<file path="src/rtl/uart_byte_rx.sv">
// uart_byte_rx: 8N1 UART receiver (LSB first) with a held valid/ack byte handshake.
//
// The raw line goes through a 2-flop synchronizer. Each bit is resolved by a 3-sample
// majority vote around mid-bit. The vote rejects single-cycle glitches and false starts.
//
// Ports:
//   clk      in   single clock, all state on posedge
//   n_reset  in   asynchronous active-low reset
//   rx       in   raw UART line, idle high, asynchronous to clk
//   data     out  received byte, stable while valid is high
//   valid    out  byte available, held until accepted with ack
//   ack      in   consumer accepts byte; ignored while valid is low
//   overrun  out  sticky: a completed byte was dropped because valid was still set
//   ferr     out  one-cycle pulse when the stop bit is sampled low
//   busy     out  receiver is not idle
//
// CLK_HZ / BAUD must be at least 8.
module uart_byte_rx #(
    parameter int unsigned CLK_HZ = 12000000,
    parameter int unsigned BAUD   = 115200
) (
    input  logic       clk,
    input  logic       n_reset,
    input  logic       rx,
    output logic [7:0] data,
    output logic       valid,
    input  logic       ack,
    output logic       overrun,
    output logic       ferr,
    output logic       busy
);

    localparam int unsigned Div     = CLK_HZ / BAUD;
    localparam int unsigned HalfDiv = Div / 2;
    localparam int unsigned Tw      = (Div > 1) ? $clog2(Div) : 1;

    localparam logic [Tw-1:0] TSamp0  = Tw'(HalfDiv - 1);
    localparam logic [Tw-1:0] TSamp1  = Tw'(HalfDiv);
    localparam logic [Tw-1:0] TDecide = Tw'(HalfDiv + 1);
    localparam logic [Tw-1:0] TLast   = Tw'(Div - 1);

    localparam logic [2:0] StIdle  = 3'd0;
    localparam logic [2:0] StStart = 3'd1;
    localparam logic [2:0] StData  = 3'd2;
    localparam logic [2:0] StStop  = 3'd3;
    localparam logic [2:0] StBreak = 3'd4;

    logic          rx_meta_q, rx_s_q;
    logic [2:0]    state_q, state_d;
    logic [Tw-1:0] t_q, t_d;
    logic [2:0]    idx_q, idx_d;
    logic [1:0]    samp_q, samp_d;
    logic [7:0]    shreg_q, shreg_d;
    logic [7:0]    data_q, data_d;
    logic          valid_q, valid_d;
    logic          overrun_q, overrun_d;
    logic          ferr_q, ferr_d;

    logic          maj;
    logic          at_decide;
    logic          at_last;
    logic          deliver;
    logic [Tw-1:0] t_inc;

    assign maj       = (samp_q[0] & samp_q[1]) | (samp_q[0] & rx_s_q) | (samp_q[1] & rx_s_q);
    assign at_decide = (t_q == TDecide);
    assign at_last   = (t_q == TLast);
    assign t_inc     = at_last ? '0 : t_q + Tw'(1);

    always_comb begin
        state_d   = state_q;
        t_d       = t_q;
        idx_d     = idx_q;
        samp_d    = samp_q;
        shreg_d   = shreg_q;
        data_d    = data_q;
        valid_d   = valid_q;
        overrun_d = overrun_q;
        ferr_d    = 1'b0;
        deliver   = 1'b0;

        // The first two votes are captured early; the third is live rx_s at the decision.
        if (t_q == TSamp0) samp_d[0] = rx_s_q;
        if (t_q == TSamp1) samp_d[1] = rx_s_q;

        case (state_q)
            StIdle: begin
                t_d   = '0;
                idx_d = '0;
                if (!rx_s_q) state_d = StStart;
            end
            StStart: begin
                t_d = t_inc;
                if (at_decide && maj) begin
                    state_d = StIdle;
                    t_d     = '0;
                end else if (at_last) begin
                    state_d = StData;
                    idx_d   = '0;
                end
            end
            StData: begin
                t_d = t_inc;
                if (at_decide) shreg_d[idx_q] = maj;
                if (at_last) begin
                    if (idx_q == 3'd7) state_d = StStop;
                    else               idx_d   = idx_q + 3'd1;
                end
            end
            StStop: begin
                t_d = t_inc;
                // Resolve at mid stop bit so a following start edge is not missed.
                if (at_decide) begin
                    t_d = '0;
                    if (maj) begin
                        deliver = 1'b1;
                        state_d = StIdle;
                    end else begin
                        ferr_d  = 1'b1;
                        state_d = StBreak;
                    end
                end
            end
            StBreak: begin
                t_d = '0;
                if (rx_s_q) state_d = StIdle;
            end
            default: begin
                state_d = StIdle;
                t_d     = '0;
                idx_d   = '0;
            end
        endcase

        if (deliver) begin
            if (!valid_q || ack) begin
                data_d    = shreg_q;
                valid_d   = 1'b1;
                overrun_d = 1'b0;
            end else begin
                overrun_d = 1'b1;
            end
        end else if (valid_q && ack) begin
            valid_d   = 1'b0;
            overrun_d = 1'b0;
        end
    end

    always_ff @(posedge clk or negedge n_reset) begin
        if (!n_reset) begin
            rx_meta_q <= 1'b1;
            rx_s_q    <= 1'b1;
            state_q   <= StIdle;
            t_q       <= '0;
            idx_q     <= '0;
            samp_q    <= 2'b11;
            shreg_q   <= '0;
            data_q    <= '0;
            valid_q   <= 1'b0;
            overrun_q <= 1'b0;
            ferr_q    <= 1'b0;
        end else begin
            rx_meta_q <= rx;
            rx_s_q    <= rx_meta_q;
            state_q   <= state_d;
            t_q       <= t_d;
            idx_q     <= idx_d;
            samp_q    <= samp_d;
            shreg_q   <= shreg_d;
            data_q    <= data_d;
            valid_q   <= valid_d;
            overrun_q <= overrun_d;
            ferr_q    <= ferr_d;
        end
    end

    assign data    = data_q;
    assign valid   = valid_q;
    assign overrun = overrun_q;
    assign ferr    = ferr_q;
    assign busy    = (state_q != StIdle);

endmodule

</file>
<file path="config.mk">
export PLATFORM = sky130hd
export DESIGN_NAME = uart_byte_rx
export DESIGN_NICKNAME = d
export VERILOG_FILES = /design/src/rtl/uart_byte_rx.sv
export SDC_FILE = /design/constraint.sdc
export NUM_CORES = 1
export LEC_CHECK = 0
export ABC_AREA = 0
export CAP_MARGIN = 0
export CELL_PAD_IN_SITES_DETAIL_PLACEMENT = 0
export CELL_PAD_IN_SITES_GLOBAL_PLACEMENT = 1
export CORE_MARGIN = 2
export CORE_UTILIZATION = 45
export DETAILED_ROUTE_END_ITERATION = 12
export PLACE_DENSITY_LB_ADDON = 0.15
export SYNTH_ARGS = -nofsm -noshare
export SYNTH_HDL_FRONTEND = slang
export SYNTH_SLANG_ARGS = --single-unit
</file>
<file path="constraint.sdc">
create_clock -name clk -period 2.1 [get_ports clk]
set_input_delay 0.42 -clock clk [delete_from_list [all_inputs] [get_ports clk]]
set_output_delay 0.42 -clock clk [all_outputs]
set_load 0.05 [all_outputs]
</file>
==> impl_metrics.py <==
metrics = {
    "sta": {
        "final_period_minus_worst_setup_slack_ps": 1990,
        "timing_worst_slew_pin_value_ps": 505,
        "max-slew-margin-rel": 0.662,
        "finalHoldViolations": 0,
        "fin_ws_ps": 114,
        "worst_clock_skew_ps": 6.22,
        "grt_setup_unrepaired": "false",
        "maxClockFrequency_mhz": 504,
        "number_of_max_slew_violations_in_the_final_report": 0,
        "finish_stage_setup_viols": 0,
        "finalSetupTns_ps": 0,
        "timing.final.crit_share": 0.946,
    },
    "yosys": {
        "post_synth_instance_area_sq_um": 1730,
        "postSynthNetCount": 153,
        "synth_flop_cell": "sky130_fd_sc_hd__dfrtp_1",
        "synth_edf_count": 0,
        "async_reset_ff_frac": 1.00,
        "ys_seq_elements": 36,
        "seq_area_frac_synth": 0.525,
        "syn-instance-count": 144,
        "yosysUniqueCellTypes": 39,
        "synth_warnings": 0,
        "syn_avg_cell_area_sq_um": 12.0,
    },
    "critical_path": {
        "setup.worst_path.start_class": "flop",
        "worst_path_largest_cell_delay_ps": 840,
        "worst-path-buf-inv": 1,
        "setup.worst_path.end_class": "output pin",
        "critical_path.top_delay_family": "buffers and inverters",
        "timing.setup.critical_path_class": "flop to output pin",
        "cp.arrival_ps": 1570,
        "cp_max_fo": 5,
        "timing.critical_path.slowest_stage_cell": "sky130_fd_sc_hd__clkdlybuf4s50_1",
        "cells_along_the_critical_path": "clkdlybuf4s50_1",
        "crit_required_ps": 1680,
    },
    "power": {
        "cellLeakagePower_nw": 0.939,
        "powerDensity_nw_per_um2": 646,
        "finalPower_mw": 1.32,
        "ir_drop_mv": 0.507,
    },
    "placement": {
        "numPortBuffers": 15,
        "place_ws_ps": 215,
        "routabilityCongestion": 0.824,
        "hpwlAfterDp_um": 2290,
        "place_area_sq_um": 1940,
    },
    "worst_hold_path": {
        "worst_hold_path_type": "flop to flop",
    },
    "floorplan": {
        "floorplan_row_count": 22,
        "floorplan.die.height_um": 65.9,
        "start_util": 0.468,
        "core_area_sq_um": 3690,
        "fp.dieArea_sq_um": 4350,
        "die-width_um": 65.9,
        "i_o_pin_count": 16,
    },
    "grt": {
        "vias_in_the_first_global_route": 1156,
        "grt_first_pass_wirelength_um": 5420,
        "global_route.usage.total": 0.168,
        "grt_max_degree": 37,
        "number_of_antenna_violations_at_the_first_check_in_global_routing": 0,
        "global_route.overflow_total": 0,
    },
    "cells_and_area": {
        "insertedDiodeCount": 0,
        "stdcell_area_sq_um": 2050,
        "layout-drive-gt1-share": 0.277,
        "areaGrowthSynthToFinish_pct": 18.5,
        "final_nets": 174,
        "core_utilization_of_the_finished_layout": 0.555,
    },
    "drt": {
        "number_of_drc_violations_after_detailed_routing_iteration_0": 59,
        "vias": 1131,
        "antenna_violating_nets_post_route": 0,
        "routedWlPerCell_um": 14.3,
        "routed_wl_um": 3070,
        "via_per_inst": 5.29,
        "drt_drc_violations_left": 0,
        "drt_first_pass_iters": 4,
    },
    "clock_network": {
        "insertion_delay_ps": 280,
        "post_cts_resize_count": 0,
        "ctsHoldBuffers": 0,
        "clock_tree.root_cell": "sky130_fd_sc_hd__clkbuf_8",
        "cts_buffers": 5,
        "cts_htree_levels": 2,
        "post_cts_buffers": 0,
        "clock_tree_from_tritoncts": "built",
        "clock_sinks": 36,
        "cts.path.max_buffers": 2,
        "clk_transition_reported_paths_ps": 70,
    },
    "outcome": {
        "run_status": "finished, final reports clean",
    },
    "run": {
        "maxCapViolCount": 0,
    },
}
==> cells in the final DEF (no fill, tap or decap), types with 2 or more instances in the layout <==
cell type / n
sky130_fd_sc_hd__nor2_1: 11
sky130_fd_sc_hd__nand2_1: 9
sky130_fd_sc_hd__or3_1: 2
sky130_fd_sc_hd__o21ai_0: 2
sky130_fd_sc_hd__dfstp_2: 4
sky130_fd_sc_hd__nand3_1: 4
sky130_fd_sc_hd__nand2b_1: 2
sky130_fd_sc_hd__nand3b_1: 2
sky130_fd_sc_hd__a21oi_1: 3
sky130_fd_sc_hd__clkdlybuf4s50_1: 14
sky130_fd_sc_hd__ha_1: 5
sky130_fd_sc_hd__clkbuf_8: 5
sky130_fd_sc_hd__and2_1: 2
sky130_fd_sc_hd__xnor2_1: 3
sky130_fd_sc_hd__mux2_2: 19
sky130_fd_sc_hd__buf_4: 4
sky130_fd_sc_hd__xor2_1: 2
sky130_fd_sc_hd__nor4_1: 3
sky130_fd_sc_hd__nor3_1: 4
sky130_fd_sc_hd__nor3_2: 4
sky130_fd_sc_hd__dfrtp_1: 32
sky130_fd_sc_hd__inv_1: 7
sky130_fd_sc_hd__mux2i_1: 3
==> per-stage QoR <==
step	std cells	hold slack [ps]
floorplan	144	124
global placement	206	352
detailed placement	206	351
CTS	214	361
global route	214	369
finish	214	359
==> synth_stat cells, types with 2 or more instances <==
library cell | n | area, sq um
sky130_fd_sc_hd__nand3b_1 | 2 | 15.0
sky130_fd_sc_hd__nor4_1 | 3 | 18.8
sky130_fd_sc_hd__nor3_2 | 4 | 40.0
sky130_fd_sc_hd__mux2_2 | 19 | 214
sky130_fd_sc_hd__o21ai_0 | 2 | 10.0
sky130_fd_sc_hd__nand2b_1 | 2 | 12.5
sky130_fd_sc_hd__and2_1 | 2 | 12.5
sky130_fd_sc_hd__dfstp_2 | 4 | 105
sky130_fd_sc_hd__nor3_1 | 4 | 20.0
sky130_fd_sc_hd__ha_1 | 5 | 62.6
sky130_fd_sc_hd__mux2i_1 | 3 | 30.0
sky130_fd_sc_hd__a21oi_1 | 3 | 15.0
sky130_fd_sc_hd__inv_1 | 7 | 26.3
sky130_fd_sc_hd__xor2_1 | 2 | 17.5
sky130_fd_sc_hd__nand3_1 | 4 | 20.0
sky130_fd_sc_hd__nand2_1 | 9 | 33.8
sky130_fd_sc_hd__or3_1 | 2 | 12.5
sky130_fd_sc_hd__dfrtp_1 | 32 | 801
sky130_fd_sc_hd__buf_2 | 3 | 15.0
sky130_fd_sc_hd__nor2_1 | 11 | 41.3
sky130_fd_sc_hd__xnor2_1 | 3 | 26.3
==> report_power, final <==
part | internal [mW] | switching (mW) | total, mW
sequential | 0.698 | 0.00230 | 0.701
clock | 0.352 | 0.235 | 0.587
combinational | 0.0105 | 0.0221 | 0.0326
==> logic make-up (layout without fill, tap and decap cells) <==
group | Yosys count | count (layout) | synth area share
flops | 36 | 36 | 0.525
buf+inv | 11 | 33 | 0.0261
compound gates | 12 | 12 | 0.0609
xor+xnor | 5 | 5 | 0.0254
fa+ha+maj | 6 | 6 | 0.0428
mux | 22 | 22 | 0.141
simple gates | 52 | 52 | 0.179
==> state kept, by name, summed over array words and instances, names as in the netlist <==
| name | cells |
|---|---|
| data | 8 |
| shreg_q | 8 |
| t_q | 7 |
| idx_q | 3 |
| state_q | 3 |
| samp_q | 2 |
| ferr | 1 |
| overrun | 1 |
| rx_meta_q | 1 |
| rx_s_q | 1 |
| valid | 1 |
==> per-layer routing <==
layer / GRT usage / vias to the layer above / routed length [um]
met4: 0.0612 / 0 / 40
met5: 0 / - / 0
met3: 0.0477 / 4 / 118
met2: 0.269 / 21 / 1460
li1: - / 548 / -
met1: 0.217 / 558 / 1450
==> area by class of cell <==
type | instances | area, sq um
fillers | 338 | 1640
flip-flops and latches | 36 | 906
multi-input cells | 97 | 776
repair buffers | 18 | 170
clock buffers | 6 | 72.6
well taps | 48 | 60.1
clock inverters | 2 | 35.0
inverters | 7 | 26.3
==> final timing paths <==
path,from,end,slack [ps],depth (start not counted)
setup / recovery,valid,valid,110,1
hold / removal,rx_meta_q,rx_s_q,360,0
setup reg to reg,rx_s_q,data[0],230,4
hold reg to reg,rx_meta_q,rx_s_q,360,0
max in group asynchronous,n_reset,rx_meta_q,1190,2
min in group asynchronous,n_reset,idx_q[2],560,2
No activity file was read; power rests on OpenSTA's default activity.
